--- src/rtl/decode_rename_queue_pkg.sv ---
`default_nettype none
// ============================================================================
// Module      : decode_rename_queue_pkg
// Description : Default widths and shared types for the decode->rename queue.
// Revision    : 1.0 - initial release
// ============================================================================
package decode_rename_queue_pkg;

  localparam int c_DECODE_WIDTH = 2;
  localparam int c_OP_WIDTH     = 64;
  localparam int c_DEPTH        = 4;
  localparam int c_ADDR_WIDTH   = 32;
  localparam int c_GH_WIDTH     = 10;
  localparam int c_RAS_CP_WIDTH = 16;

  typedef logic [c_OP_WIDTH-1:0] laneOp_t;

  typedef struct packed {
    logic [c_ADDR_WIDTH-1:0]   pc;
    logic [c_GH_WIDTH-1:0]     gh;
    logic [c_RAS_CP_WIDTH-1:0] ras;
  } redirect_t;

  // Occupancy counter must represent 0..depth inclusive.
  function automatic int cntWidth(input int depth);
    return $clog2(depth) + 1;
  endfunction

endpackage
`default_nettype wire

--- src/rtl/decode_rename_queue_group_fifo_ctrl.sv ---
`default_nettype none
// ============================================================================
// Module      : group_fifo_ctrl
// Description : Head/tail pointers and occupancy count for the group queue.
// Revision    : 1.0 - initial release
// ============================================================================
module group_fifo_ctrl #(
  parameter int DEPTH = 4
) (
  input  logic                       clk,
  input  logic                       rst,
  input  logic                       i_flush,
  input  logic                       i_enqValid,
  input  logic                       i_deqReady,
  output logic                       o_enqReady,
  output logic                       o_deqValid,
  output logic                       o_enqFire,
  output logic [$clog2(DEPTH)-1:0]   o_headPtr,
  output logic [$clog2(DEPTH)-1:0]   o_tailPtr,
  output logic [$clog2(DEPTH):0]     o_count
);

  localparam int PTR_W = $clog2(DEPTH);
  localparam int CNT_W = PTR_W + 1;

  localparam logic [PTR_W-1:0] c_PTR_ONE = PTR_W'(1);
  localparam logic [CNT_W-1:0] c_CNT_ONE = CNT_W'(1);
  localparam logic [CNT_W-1:0] c_CNT_MAX = CNT_W'(DEPTH);

  logic [PTR_W-1:0] r_head;
  logic [PTR_W-1:0] r_tail;
  logic [CNT_W-1:0] r_count;
  logic             w_notFull;
  logic             w_notEmpty;
  logic             w_enqFire;
  logic             w_deqFire;

  // Full/empty come from the registered count only, so a dequeue never frees
  // a slot for an enqueue in the same cycle.
  assign w_notFull  = (r_count != c_CNT_MAX);
  assign w_notEmpty = (r_count != '0);
  assign w_enqFire  = i_enqValid && w_notFull;
  assign w_deqFire  = i_deqReady && w_notEmpty;

  always_ff @(posedge clk) begin
    if (rst || i_flush) begin
      r_head  <= '0;
      r_tail  <= '0;
      r_count <= '0;
    end else begin
      if (w_enqFire) r_tail <= r_tail + c_PTR_ONE;
      if (w_deqFire) r_head <= r_head + c_PTR_ONE;
      case ({w_enqFire, w_deqFire})
        2'b10:   r_count <= r_count + c_CNT_ONE;
        2'b01:   r_count <= r_count - c_CNT_ONE;
        default: r_count <= r_count;
      endcase
    end
  end

  assign o_enqReady = w_notFull;
  assign o_deqValid = w_notEmpty;
  assign o_enqFire  = w_enqFire && !i_flush;
  assign o_headPtr  = r_head;
  assign o_tailPtr  = r_tail;
  assign o_count    = r_count;

endmodule
`default_nettype wire

--- src/rtl/decode_rename_queue.sv ---
`default_nettype none
// ============================================================================
// Module      : decode_rename_queue
// Description : Group FIFO between decode and rename with registered redirect.
// Revision    : 1.0 - initial release
// ============================================================================
module decode_rename_queue
  import decode_rename_queue_pkg::*;
#(
  parameter int DECODE_WIDTH = c_DECODE_WIDTH,
  parameter int OP_WIDTH     = c_OP_WIDTH,
  parameter int DEPTH        = c_DEPTH,
  parameter int ADDR_WIDTH   = c_ADDR_WIDTH,
  parameter int GH_WIDTH     = c_GH_WIDTH,
  parameter int RAS_CP_WIDTH = c_RAS_CP_WIDTH
) (
  input  logic                             clk,
  input  logic                             rst,
  input  logic                             enq_valid,
  input  logic [DECODE_WIDTH-1:0]          enq_lane_valid,
  input  logic [DECODE_WIDTH*OP_WIDTH-1:0] enq_op,
  output logic                             enq_ready,
  input  logic                             dec_flush,
  input  logic [ADDR_WIDTH-1:0]            dec_recovered_pc,
  input  logic [GH_WIDTH-1:0]              dec_recovered_gh,
  input  logic [RAS_CP_WIDTH-1:0]          dec_recovered_ras,
  output logic                             deq_valid,
  output logic [DECODE_WIDTH-1:0]          deq_lane_valid,
  output logic [DECODE_WIDTH*OP_WIDTH-1:0] deq_op,
  input  logic                             deq_ready,
  input  logic                             backend_flush,
  output logic                             redirect_valid,
  output logic [ADDR_WIDTH-1:0]            redirect_pc,
  output logic [GH_WIDTH-1:0]              redirect_gh,
  output logic [RAS_CP_WIDTH-1:0]          redirect_ras,
  output logic [cntWidth(DEPTH)-1:0]       count
);

  localparam int PTR_W   = $clog2(DEPTH);
  localparam int PAY_W   = DECODE_WIDTH * OP_WIDTH;
  localparam int ENTRY_W = DECODE_WIDTH + PAY_W;

  typedef struct packed {
    logic [ADDR_WIDTH-1:0]   pc;
    logic [GH_WIDTH-1:0]     gh;
    logic [RAS_CP_WIDTH-1:0] ras;
  } redirectRec_t;

  logic [ENTRY_W-1:0] r_groupMem [DEPTH];
  logic [ENTRY_W-1:0] w_headEntry;
  logic [PTR_W-1:0]   w_headPtr;
  logic [PTR_W-1:0]   w_tailPtr;
  logic               w_enqFire;
  logic               w_deqValid;
  logic               r_redirectValid;
  redirectRec_t       r_redirect;

  group_fifo_ctrl #(
    .DEPTH (DEPTH)
  ) u_ctrl (
    .clk        (clk),
    .rst        (rst),
    .i_flush    (backend_flush),
    .i_enqValid (enq_valid),
    .i_deqReady (deq_ready),
    .o_enqReady (enq_ready),
    .o_deqValid (w_deqValid),
    .o_enqFire  (w_enqFire),
    .o_headPtr  (w_headPtr),
    .o_tailPtr  (w_tailPtr),
    .o_count    (count)
  );

  // Storage carries no reset; stale entries are masked by the empty check.
  always_ff @(posedge clk) begin
    if (w_enqFire) r_groupMem[w_tailPtr] <= {enq_lane_valid, enq_op};
  end

  assign w_headEntry    = r_groupMem[w_headPtr];
  assign deq_valid      = w_deqValid;
  assign deq_lane_valid = w_deqValid ? w_headEntry[ENTRY_W-1:PAY_W] : '0;
  assign deq_op         = w_deqValid ? w_headEntry[PAY_W-1:0] : '0;

  // A backend flush cancels a redirect being captured this cycle but keeps
  // the last captured record on the payload outputs.
  always_ff @(posedge clk) begin
    if (rst) begin
      r_redirectValid <= 1'b0;
      r_redirect      <= '0;
    end else if (backend_flush) begin
      r_redirectValid <= 1'b0;
    end else begin
      r_redirectValid <= dec_flush && w_enqFire;
      if (dec_flush && w_enqFire) begin
        r_redirect.pc  <= dec_recovered_pc;
        r_redirect.gh  <= dec_recovered_gh;
        r_redirect.ras <= dec_recovered_ras;
      end
    end
  end

  assign redirect_valid = r_redirectValid;
  assign redirect_pc    = r_redirect.pc;
  assign redirect_gh    = r_redirect.gh;
  assign redirect_ras   = r_redirect.ras;

endmodule
`default_nettype wire
--- config.mk ---
export PLATFORM = sky130hd
export DESIGN_NAME = decode_rename_queue
export DESIGN_NICKNAME = d
export VERILOG_FILES = /design/src/rtl/decode_rename_queue_pkg.sv /design/src/rtl/decode_rename_queue_group_fifo_ctrl.sv /design/src/rtl/decode_rename_queue.sv
export SDC_FILE = /design/constraint.sdc
export NUM_CORES = 1
export LEC_CHECK = 0
export BUFFER_PORTS_ARGS = -buffer_cell sky130_fd_sc_hd__buf_2
export CORE_MARGIN = 2
export CORE_UTILIZATION = 50
export CTS_BUF_LIST = sky130_fd_sc_hd__clkbuf_16
export DETAILED_ROUTE_END_ITERATION = 6
export GPL_ROUTABILITY_DRIVEN = 0
export HOLD_SLACK_MARGIN = 0.05
export PLACE_DENSITY = 0.81
export SLEW_MARGIN = 15
export SYNTH_ARGS = -nofsm -noshare
export SYNTH_HDL_FRONTEND = slang
export SYNTH_SLANG_ARGS = --single-unit
--- constraint.sdc ---
create_clock -name clk -period 15.3 [get_ports clk]
set_clock_uncertainty 0.15 [all_clocks]
set_input_delay 1.53 -clock clk [delete_from_list [all_inputs] [get_ports clk]]
set_output_delay 1.53 -clock clk [all_outputs]
set_load 0.01 [all_outputs]
; ---- Word level (Yosys, flattened, before mapping)
; Memories as Yosys holds them, arrays and structs flattened. A register that Yosys moved wholly into a read port is not among the register bits.
; Cells that the tools add are included.
[totals]
out_inout_bits = 194
regBits = 66
ram_bits = 520
mem_count = 1
word_cells = 33
[mem_list]
columns = memory, words, word_bits, rd, rd_ports_with_merged_regs, wr, line_no
row1 = r_groupMem, 4, 130, 1, 1, 1, decode_rename_queue.sv:49  ; logic [ENTRY_W-1:0] r_groupMem [DEPTH];
[op_classes]
add_sub_neg = 4
n_reduce_logical = 10
bitwise = 1
muxes = 7
eq_ne = 3
[ops]
columns = cell, n
row1 = $mux 128, 1
row2 = $mux 2, 3
row3 = $pmux 3 s2, 1
row4 = $add 2x1->2 const B, 2
row5 = $logic_and 1x1->1, 4
row6 = $add 3x1->3 const B, 1
row7 = $ne 3x3->1 const B, 1
row8 = $reduce_bool 3->1, 1
row9 = $sub 3x1->3 const B, 1
row10 = $eq 2x1->1 const B, 1
row11 = $eq 2x2->1 const B, 1
row12 = $mux 1, 2
row13 = $reduce_and 2->1, 1
row14 = $reduce_bool 2->1, 1
row15 = $reduce_or 2->1, 1
row16 = $logic_not 1->1, 1
row17 = $logic_or 1x1->1, 1
row18 = $not 1->1, 1

; ---- Longest topological paths before layout
; Gate-level depths: netlist of the first run.
[depth]
word_depth = 5
depth_mapped = 9

; ---- Cells and area by module
; From an unflattened synthesis of the first run, not the netlist that was laid out.
[unflattened]
hier_cells = 1271
area_unflattened_um2 = 22361.4
[modules_own_cells]
columns = module, n_inst, cells_each, area_per_inst_um2
row1 = decode_rename_queue, 1, 1229, 22002.4
row2 = group_fifo_ctrl, 1, 42, 359.1

; ---- Least setup slack after synthesis of the first run
; Ideal clock, no wire load.
[synth_path]
path_type = input to register
start = input port enq_valid
end = memory r_groupMem[1][0] (netlist bit), enable pin
stages = 2
arrival_time_ps = 11095
path_slack_ps = 3250
path_cell_list = nand2_1 > nor3b_1
[synth_via]
elab_chain_len = 4
[synth_rtl]
columns = element, line_no
row1 = start: declaration, decode_rename_queue.sv:19  ; input logic enq_valid,
row2 = $logic_and 1x1->1, decode_rename_queue_group_fifo_ctrl.sv:42  ; assign w_enqFire = i_enqValid && w_notFull;
row3 = $logic_and 1x1->1, decode_rename_queue_group_fifo_ctrl.sv:63  ; assign o_enqFire = w_enqFire && !i_flush;
row4 = $mux 1, decode_rename_queue.sv:76  ; if (w_enqFire) r_groupMem[w_tailPtr] <= {enq_lane_valid, enq_op};
row5 = $mux 1 (implied by the code), decode_rename_queue.sv:76
row6 = end: declaration, decode_rename_queue.sv:49
; Every way passes these cells.

==> run_results.csv, run 1 <==
group,metric,value,unit
global_routing,grt_pass1_vias,12000,
yosys,async_flop_share,0,%
timing,drv_slew,0,
floorplan,dieArea,47100,µm²
setup_path,crit_type,"flip-flop to primary output",
placement,port-buffer-count,387,
job,drv_cap,0,
global_routing,grt_pass1_wl,69.8,mm
global_routing,grt_max_degree,119,
yosys,ys_warn_count,0,
global_routing,globalRoute.busiestLayer,"met2",
floorplan,pin_count,388,
power,power_frac_seq,55.2,%
power,p_per_area,120,nW/µm²
global_routing,grt_util_met1,25.1,%
timing,rsz0062_at_grt,"false",
power,combPwrFrac,5.6,%
clocking,htree_levels,2,
finish,design_area,26900,µm²
global_routing,antenna_found_initial,15,
power,p_int,2.57,mW
yosys,postSynth.topFlopCell,"edfxtp_1",
clocking,holdBufCountCts,0,
detailed_routing,drc,0,
yosys,synthCells,1132,
power,clkPwrFrac,39.2,%
clocking,cts_setup_buffers,0,
timing,final-hold-violation-count,0,
floorplan,rows,78,
clocking,cts.sinks,588,
timing,relSlewSlack,28.5,%
yosys,synth_area_leaders,"edfxtp_1 69%, mux4_2 13%, dfxtp_1 6.0%, and2_1 3.6%, nand2b_1 3.2%",
setup_path,critPathMaxFanout,51,
power,finalPower,3.24,mW
detailed_routing,drt-initial-drc-count,864,
finish,area_growth,18.5,%
yosys,synth.ff_latch_count,588,
yosys,synth_edf_count,520,
clocking,clockBufferDepth,3,
finish,final_nets,1728,
outcome,status,"finished clean",
yosys,synth_area_leader_cell,"edfxtp_1",
yosys,ys_types,28,
detailed_routing,vias_per_cell,5.36,
timing,period_share,33.0,%
global_routing,use_met3,5.65,%
timing,fmax,0.198,GHz
timing,tightest_slew,1.07,ns
yosys,syn_area_per_cell,20.0,µm²
global_routing,grt.overflow.total,0,
setup_path,startpoint_type,"flip-flop",
floorplan,design.core.area,45100,µm²
power,cellLeakagePower,9.60,nW
timing,tns,0,ns
setup_path,timing.critical_path.required,13.62,ns
global_routing,gr-usage-met2,32.4,%
timing,finalCriticalPeriod,5.06,ns
clocking,numCtsBuffers,55,
global_routing,grtUsageTotal,19.6,%
detailed_routing,ant_nets,0,
worst_hold_path,hp-class,"flip-flop to flip-flop",
clocking,cts_tree,"done",
clocking,cts_resized,0,
yosys,synth_area,22700,µm²
setup_path,crit_path_end_kind,"primary output",
floorplan,die_w,217,µm
clocking,clock-root-buffer,"clkbuf_16",
detailed_routing,wire_per_inst,21.5,µm
power,ir_drop,0.0882,mV
floorplan,die_h,217,µm
clocking,clk_pin_slew,0.06,ns
clocking,insertion_delay,0.59,ns
power,netSwitchingPower,0.666,mW
finish,drive_above_1_share,39.2,%
setup_path,cp.arrival,3.38,ns
detailed_routing,first_pass_iters,5,
yosys,syn_nets,1332,
timing,setup_viol,0,
power,swShare,20.6,%
detailed_routing,wirelength,46.9,mm
floorplan,start_util,50.3,%
yosys,yosysSeqAreaShare,74.8,%
placement,dpl_cell_area,25200,µm²
placement,place_hpwl,28.8,mm
detailed_routing,num_vias,11700,
yosys,synth_top_cell_area_share,68.8,%
power by group through the flow:
stage	logic (mW)	registers (mW)	clock network [mW]
6_report	0.182	1.79	1.27
5_1_grt	0.198	1.79	1.36
4_1_cts	0.186	1.79	1.30
3_5_place_dp	0.184	1.82	0
3_3_place_gp	0.178	1.82	0
2_1_floorplan	0.0948	1.83	0
metal layers:
layer	vias up	wire length [µm]
met3	73	3850
met1	5925	18400
met4	8	989
li1	5203	-
met5	-	49
met2	492	23700
cell type report:
type                            instances  area [µm²]
Antenna cell                           10        25.0
Tap cell                              600         751
Multi-Input combinational cell        473        5360
Timing Repair Buffer                  402        2050
Fill cell                            3260       18200
Sequential cell                       588       17000
Inverter                                8        30.0
Clock buffer                           58        1450
Clock inverter                         43         236
metrics by stage:
step | setup WS, ns | cells | hold WS (ns) | util (%)
3_3_place_gp | 10.79 | 2071 | 0.306 | 55.8
3_5_place_dp | 10.77 | 2071 | 0.311 | 55.8
6_report | 10.24 | 2182 | 0.321 | 59.6
5_1_grt | 9.94 | 2180 | 0.343 | 59.6
2_1_floorplan | 3.25 | 1132 | 0.334 | -
4_1_cts | 10.10 | 2172 | 0.322 | 59.6
logic make-up (layout without fill, tap and decap cells):
family	Yosys count	after routing	synth area share (%)
DFF	588	588	74.8
AOI/OAI and AO/OA	9	9	0.226
muxes	188	188	15.5
buffers and inverters	71	511	1.71
adders and majority gates	6	6	0.364
other	0	10	0
and+or+nand+nor	266	266	7.28
xor gates and xnor gates	4	4	0.154
path summary, 6_finish.rpt:
kind,from,endpoint,slack (ns),depth (start not counted)
worst max register to register,u_ctrl.o_count[0],r_groupMem[1][91],12.09,5
worst min register to register,redirect_ras[15],redirect_ras[15],0.32,2
worst max-delay path,flip-flop,deq_op[71],10.24,4
worst min-delay path,redirect_ras[15],redirect_ras[15],0.32,2
flip-flops by register name (all words and copies together), names as in the netlist, named ones only:
| register | flops |
|---|---|
| redirect_pc | 32 |
| redirect_valid | 1 |
| redirect_gh | 10 |
| u_ctrl.o_count | 3 |
| u_ctrl.o_tailPtr | 2 |
| u_ctrl.o_headPtr | 2 |
| redirect_ras | 16 |
| r_groupMem | 520 |
cell usage after synthesis, drive strengths merged, types with 5 or more instances:
cell type / n
buf: 34
inv: 8
ha: 5
mux4: 130
nor3b: 5
dfxtp: 68
mux2i: 58
clkbuf: 29
and2: 130
nor2: 7
nand2b: 116
edfxtp: 520
placed cells by master (no fill, tap or decap), types with 5 or more instances in the layout:
master     count
clkbuf_16     58
nand2b_1     116
edfxtp_1     520
clkinv_1      11
buf_2        386
nor3b_2        5
ha_1           5
buf_4         16
inv_1         23
clkinv_2       7
and2_1       130
mux4_2       130
diode_2       10
nor2_1         6
dfxtp_1       66
mux2i_1       58
critical path, cell delays in order, from the launching register on:
cell	delay [ns]
dfxtp_4	0.84
buf_4	0.89
mux4_2	0.64
and2_1	0.17
buf_2	0.13
Note: power is estimated with default switching activity, not from simulation.
==> run 2, diff against run 1 <==
- clock period: 15.3 -> 4.98 ns (I/O delays scaled with it)
==> run 2 against run 1 <==
Net effect: wire length increased by 9.3%; cell count increased by 8.1%; register-to-register slack got worse by 10 ns; clock-buffer cell count unchanged; non-clock buffer count up 184; critical path depth stayed put; worst setup slack lost 8.7 ns; combinational power grew to 3.9 times the previous value; sequential cell count is the same; sequential share of layout area down 4.3 points; total power rose to 3.2 times the previous value; largest power group unchanged.
==> run_results.csv, run 2 (synthesis results as in run 1) <==
group,metric,value,unit
clocking,htree_levels,2,
floorplan,dieArea,47100,µm²
power,cellLeakagePower,10.4,nW
global_routing,grt_pass1_wl,77.7,mm
floorplan,die_w,217,µm
timing,drv_slew,0,
worst_hold_path,hold_depth,3,
finish,area_growth,27.1,%
timing,fmax,0.295,GHz
finish,drive_above_1_share,36.0,%
setup_path,crit_chain,"buf_12 -> mux4_2 -> and2_1 -> buf_2",
floorplan,pin_count,388,
timing,setup_viol,0,
floorplan,die_h,217,µm
timing,tns,0,ns
setup_path,crit_path_end_kind,"primary output",
clocking,insertion_delay,0.61,ns
power,ir_drop,0.274,mV
clocking,cts.sinks,588,
timing,relSlewSlack,33.5,%
setup_path,critPathBufInv,2,
clocking,cts_tree,"done",
worst_hold_path,worstHoldStart,"dec_recovered_pc[28]",
setup_path,cp.depth,4,
setup_path,cp_top_family,"multiplexers",
floorplan,rows,78,
setup_path,r2r-start,"u_ctrl.o_count[2]",
setup_path,crit_path_max_incr_delay,0.65,ns
global_routing,grtUsageTotal,21.8,%
setup_path,crit_path_end,"deq_op[20]",
timing,final-hold-violation-count,0,
finish,fillers,3005,
clocking,clk_pin_slew,0.06,ns
finish,final_nets,1914,
outcome,status,"finished clean",
detailed_routing,ant_nets,0,
power,p_per_area,354,nW/µm²
setup_path,rrSetupSlack,2.06,ns
setup_path,crit_type,"flip-flop to primary output",
setup_path,timing.critical_path.required,4.33,ns
finish,final_cell_mix,"520 x edfxtp_1, 386 x buf_2, 182 x dlygate4sd3_1, 130 x mux4_2, 130 x and2_1",
finish,layout.cells.most_common,"edfxtp_1",
global_routing,grt_max_degree,119,
timing,tightest_slew,0.998,ns
setup_path,critPathMaxFanout,95,
setup_path,startpoint_type,"flip-flop",
setup_path,rr_worst_depth,9,
timing,period_share,68.0,%
detailed_routing,wire_per_inst,21.8,µm
timing,finalCriticalPeriod,3.39,ns
floorplan,start_util,50.3,%
setup_path,rr_endpoint,"u_ctrl.o_count[2]",
finish,regMostFlops,"r_groupMem",
detailed_routing,drc,0,
global_routing,grt_pass1_vias,13600,
placement,port-buffer-count,387,
finish,fin_cells,2358,
detailed_routing,num_vias,12600,
placement,post-place-cells,2073,
job,drv_cap,0,
timing,rsz0062_at_grt,"false",
finish,largest_register_ffs,520,
detailed_routing,drt-initial-drc-count,833,
detailed_routing,vias_per_cell,5.34,
setup_path,cpMaxStageDelayCell,"mux4_2",
detailed_routing,first_pass_iters,5,
setup_path,cp.arrival,2.74,ns
clocking,numCtsBuffers,57,
clocking,clock-root-buffer,"clkbuf_16",
global_routing,grt.overflow.total,0,
clocking,clockBufferDepth,3,
floorplan,design.core.area,45100,µm²
detailed_routing,wirelength,51.3,mm
placement,place_hpwl,28.6,mm
global_routing,antenna_found_initial,4,
worst_hold_path,hp-class,"input pin to flip-flop",
run 2: changes by cell type in the layout (fill, tap and decap cells not counted), moves of 4 or more:
cell           delta
nor3b_4           +4
nor3b_2           -4
buf_12            +4
inv_1             -9
diode_2           -9
inv_4             +4
dlygate4sd3_1   +182
run 2: area by class of cell:
type	count	area, µm²	area share, %
inverter	8	30.0	0.104
clock inverter	44	303	1.05
multi-input combinational	473	5390	18.7
antenna	1	2.50	0.00867
timing repair buffer	586	3940	13.7
tap	600	751	2.60
clock buffer	58	1450	5.03
sequential	588	17000	58.9
run 2: stage by stage:
| stage | hold WS [ns] | setup slack, ns | cell area, µm² | utilization (%) | power [mW] |
|---|---|---|---|---|---|
| after floorplan | 0.334 | -1.72 | 22700 | - | 5.89 |
| after global placement | 0.305 | 2.15 | 25300 | 56.0 | 6.14 |
| after detailed placement | 0.308 | 2.13 | 25300 | 56.0 | 6.17 |
| after CTS | 0.0607 | 1.48 | 28800 | 64.0 | 10.3 |
| after global routing | 0.0672 | 1.44 | 28800 | 64.0 | 10.6 |
| final | 0.0940 | 1.59 | 28800 | 64.0 | 10.2 |
run 2: metal layers:
layer  GRT usage (%)  vias up  wire, µm  part of all wire, %
li1                -     5574         -                    -
met1            27.2     6339     19500                   38
met2            37.4      568     26100                   51
met3            5.28      101      4120                  8.0
met4            7.58        4      1600                  3.1
met5               0        -        24                0.047
run 2: worst register-to-register path, cell delays in order (launching register included):
cell,delay [ns]
dfxtp_1,0.43
nor3b_2,0.42
inv_1,0.17
nand2_1,0.35
ha_1,0.27
inv_1,0.06
fa_1,0.37
xor2_1,0.16
or3_1,0.31
a21oi_1,0.15
run 2: worst min-delay path by stage:
stage	endpoint	slack, ns
6_report	redirect_pc[28]	0.09
3_5_place_dp	redirect_pc[9]	0.31
2_1_floorplan	u_ctrl.o_tailPtr[0]	0.33
4_1_cts	redirect_ras[9]	0.06
3_3_place_gp	redirect_pc[12]	0.31
5_1_grt	redirect_pc[11]	0.07
run 2: repair_timing:
action | CTS | global route
buffers inserted | 0 | 0
hold buffers | 182 | 0
gates resized for setup | 0 | 0
endpoints found under the hold margin | 572 | 0
run 2: power by group:
group	internal (mW)	total (mW)	leakage [nW]	switching [mW]
clock network	2.23	4.04	0.900	1.81
registers	5.46	5.49	5.28	0.0303
logic	0.351	0.701	4.22	0.351
total	8.04	10.2	10.4	2.19
==> run 3, diff against run 2 <==
- PLACE_DENSITY: 0.81 -> 0.84
- clock period: 4.98 -> 2.7 ns (I/O delays scaled with it)
==> run 3 against run 2 <==
Net effect: cell count rose by 1.9%; largest cell class unchanged; critical path depth increased by 1; largest power group unchanged; worst hold slack worse by 0.0051 ns; cell area up 2.8%.
==> run_results.csv, run 3 (synthesis results as in run 1) <==
group,metric,value,unit
outcome,status,"finished clean",
timing,tns,0,ns
finish,drive_above_1_share,36.8,%
finish,largest_register_ffs,520,
floorplan,design.core.area,45100,µm²
detailed_routing,wirelength,60.1,mm
setup_path,rr_endpoint,"u_ctrl.o_count[2]",
placement,pre_cts_slack,0.389,ns
setup_path,rr_worst_depth,9,
finish,final_nets,1952,
setup_path,rrSetupSlack,0.25,ns
detailed_routing,drc,0,
floorplan,rows,78,
worst_hold_path,hp-class,"input pin to flip-flop",
job,drv_cap,0,
global_routing,grt_max_degree,119,
setup_path,critPathBufInv,3,
setup_path,critPathMaxFanout,14,
worst_hold_path,worstHoldStart,"backend_flush",
timing,fin_ws,0.0260,ns
setup_path,crit_type,"flip-flop to primary output",
finish,fillers,2834,
clocking,numCtsBuffers,57,
setup_path,r2r-start,"u_ctrl.o_count[2]",
global_routing,grt_pass1_vias,14100,
timing,drv_slew,0,
floorplan,dieArea,47100,µm²
clocking,insertion_delay,0.60,ns
setup_path,cp_top_family,"multiplexers",
detailed_routing,first_pass_iters,5,
timing,rsz0062_at_grt,"true",
setup_path,crit_path_end_kind,"primary output",
setup_path,crit_chain,"buf_12 -> buf_16 -> mux4_2 -> and2_1 -> buf_2",
timing,period_share,99.0,%
clocking,cts_tree,"done",
power,ir_drop,0.704,mV
timing,tightest_slew,0.804,ns
placement,place_hpwl,31.5,mm
finish,layout.cells.most_common,"edfxtp_1",
detailed_routing,wire_per_inst,25.0,µm
finish,ff_latch_area,17000,µm²
global_routing,grt.overflow.total,0,
global_routing,grt_pass1_wl,85.2,mm
timing,setup_viol,0,
power,p_per_area,654,nW/µm²
clocking,htree_levels,2,
setup_path,crit_path_max_incr_delay,0.59,ns
power,cellLeakagePower,10.8,nW
setup_path,timing.critical_path.required,2.28,ns
timing,relSlewSlack,46.4,%
floorplan,start_util,50.3,%
power,power_frac_seq,52.3,%
power,swShare,21.4,%
finish,final_cell_mix,"520 x edfxtp_1, 387 x buf_2, 191 x dlygate4sd3_1, 130 x mux4_2, 121 x and2_1",
timing,final-hold-violation-count,0,
setup_path,cpMaxStageDelayCell,"mux4_2",
global_routing,antenna_found_initial,4,
power,combPwrFrac,7.3,%
timing,finalCriticalPeriod,2.67,ns
power,clkPwrFrac,40.5,%
detailed_routing,num_vias,13200,
finish,multi_input_area,5430,µm²
timing,fmax,0.374,GHz
detailed_routing,drt-initial-drc-count,1123,
clocking,cts.sinks,588,
floorplan,pin_count,388,
finish,regMostFlops,"r_groupMem",
placement,port-buffer-count,387,
setup_path,startpoint_type,"flip-flop",
worst_hold_path,hold_end,"redirect_valid",
clocking,clock-root-buffer,"clkbuf_16",
power,netSwitchingPower,4.14,mW
power,p_int,15.2,mW
floorplan,die_w,217,µm
finish,area_growth,30.6,%
detailed_routing,vias_per_cell,5.51,
worst_hold_path,hold_depth,3,
clocking,clk_pin_slew,0.06,ns
global_routing,grtUsageTotal,24.3,%
clocking,clockBufferDepth,3,
detailed_routing,ant_nets,0,
setup_path,cp.arrival,2.25,ns
floorplan,die_h,217,µm
[run 3: final cells by class]
type                       instances  share of cell area (%)
clock inverter                    49                    1.34
multi-input combinational        474                    18.3
clock buffer                      58                    4.90
timing repair buffer             623                    15.5
sequential                       588                    57.3
inverter                           8                   0.101
tap                              600                    2.53
antenna                            2                  0.0169
[run 3: stage by stage]
step / total power, mW / utilization (%) / hold WS [ns] / cell area, µm² / instances
detailed placement: 11.4 / 56.7 / 0.311 / 25600 / 2087
global route: 19.9 / 65.8 / 0.0850 / 29600 / 2402
global placement: 11.3 / 56.7 / 0.305 / 25600 / 2087
CTS: 19.4 / 65.1 / 0.0555 / 29400 / 2386
floorplan: 10.9 / - / 0.219 / 22800 / 1132
finish: 19.4 / 65.8 / 0.0889 / 29600 / 2402
[run 3: repair_timing]
item / CTS / global route
pin swaps: 0 / 1
hold buffers: 191 / 0
hold endpoints to repair: 585 / 0
setup buffers: 0 / 6
resized for setup: 1 / 19
cloned: 1 / 8
setup endpoints to repair: 49 / 101
[run 3: worst max path at each step]
| stage | cells past startpoint | end |
|---|---|---|
| after floorplan | 4 | r_groupMem[0][0] |
| after global routing | 5 | deq_op[31] |
| after CTS | 4 | deq_op[7] |
| final | 5 | deq_op[31] |
| after global placement | 9 | u_ctrl.o_count[2] |
| after detailed placement | 9 | u_ctrl.o_count[2] |
[run 3: metal layers]
layer / GRT usage, % / vias to the layer above / share of wire (%)
met5: 0 / - / 0.027
met4: 9.25 / 2 / 3.6
met3: 6.25 / 124 / 9.0
met2: 42.5 / 742 / 52
met1: 29.0 / 6725 / 36
li1: - / 5650 / -
[run 3: power by group through the flow]
stage | logic [mW] | registers (mW) | clock network, mW
2_1_floorplan | 0.542 | 10.3 | 0
3_3_place_gp | 1.05 | 10.3 | 0
3_5_place_dp | 1.09 | 10.3 | 0
4_1_cts | 1.34 | 10.1 | 7.94
5_1_grt | 1.50 | 10.1 | 8.27
6_report | 1.41 | 10.1 | 7.85
[run 3: worst reg2reg max path, delay by kind of cell, from the launching register on]
kind / cells / cell delay (ns)
adders and majority gates: 2 / 0.59
buffers and inverters: 2 / 0.15
and+or+nand+nor: 3 / 0.70
DFF: 1 / 0.44
AOI/OAI and AO/OA: 1 / 0.17
xor gates and xnor gates: 1 / 0.16
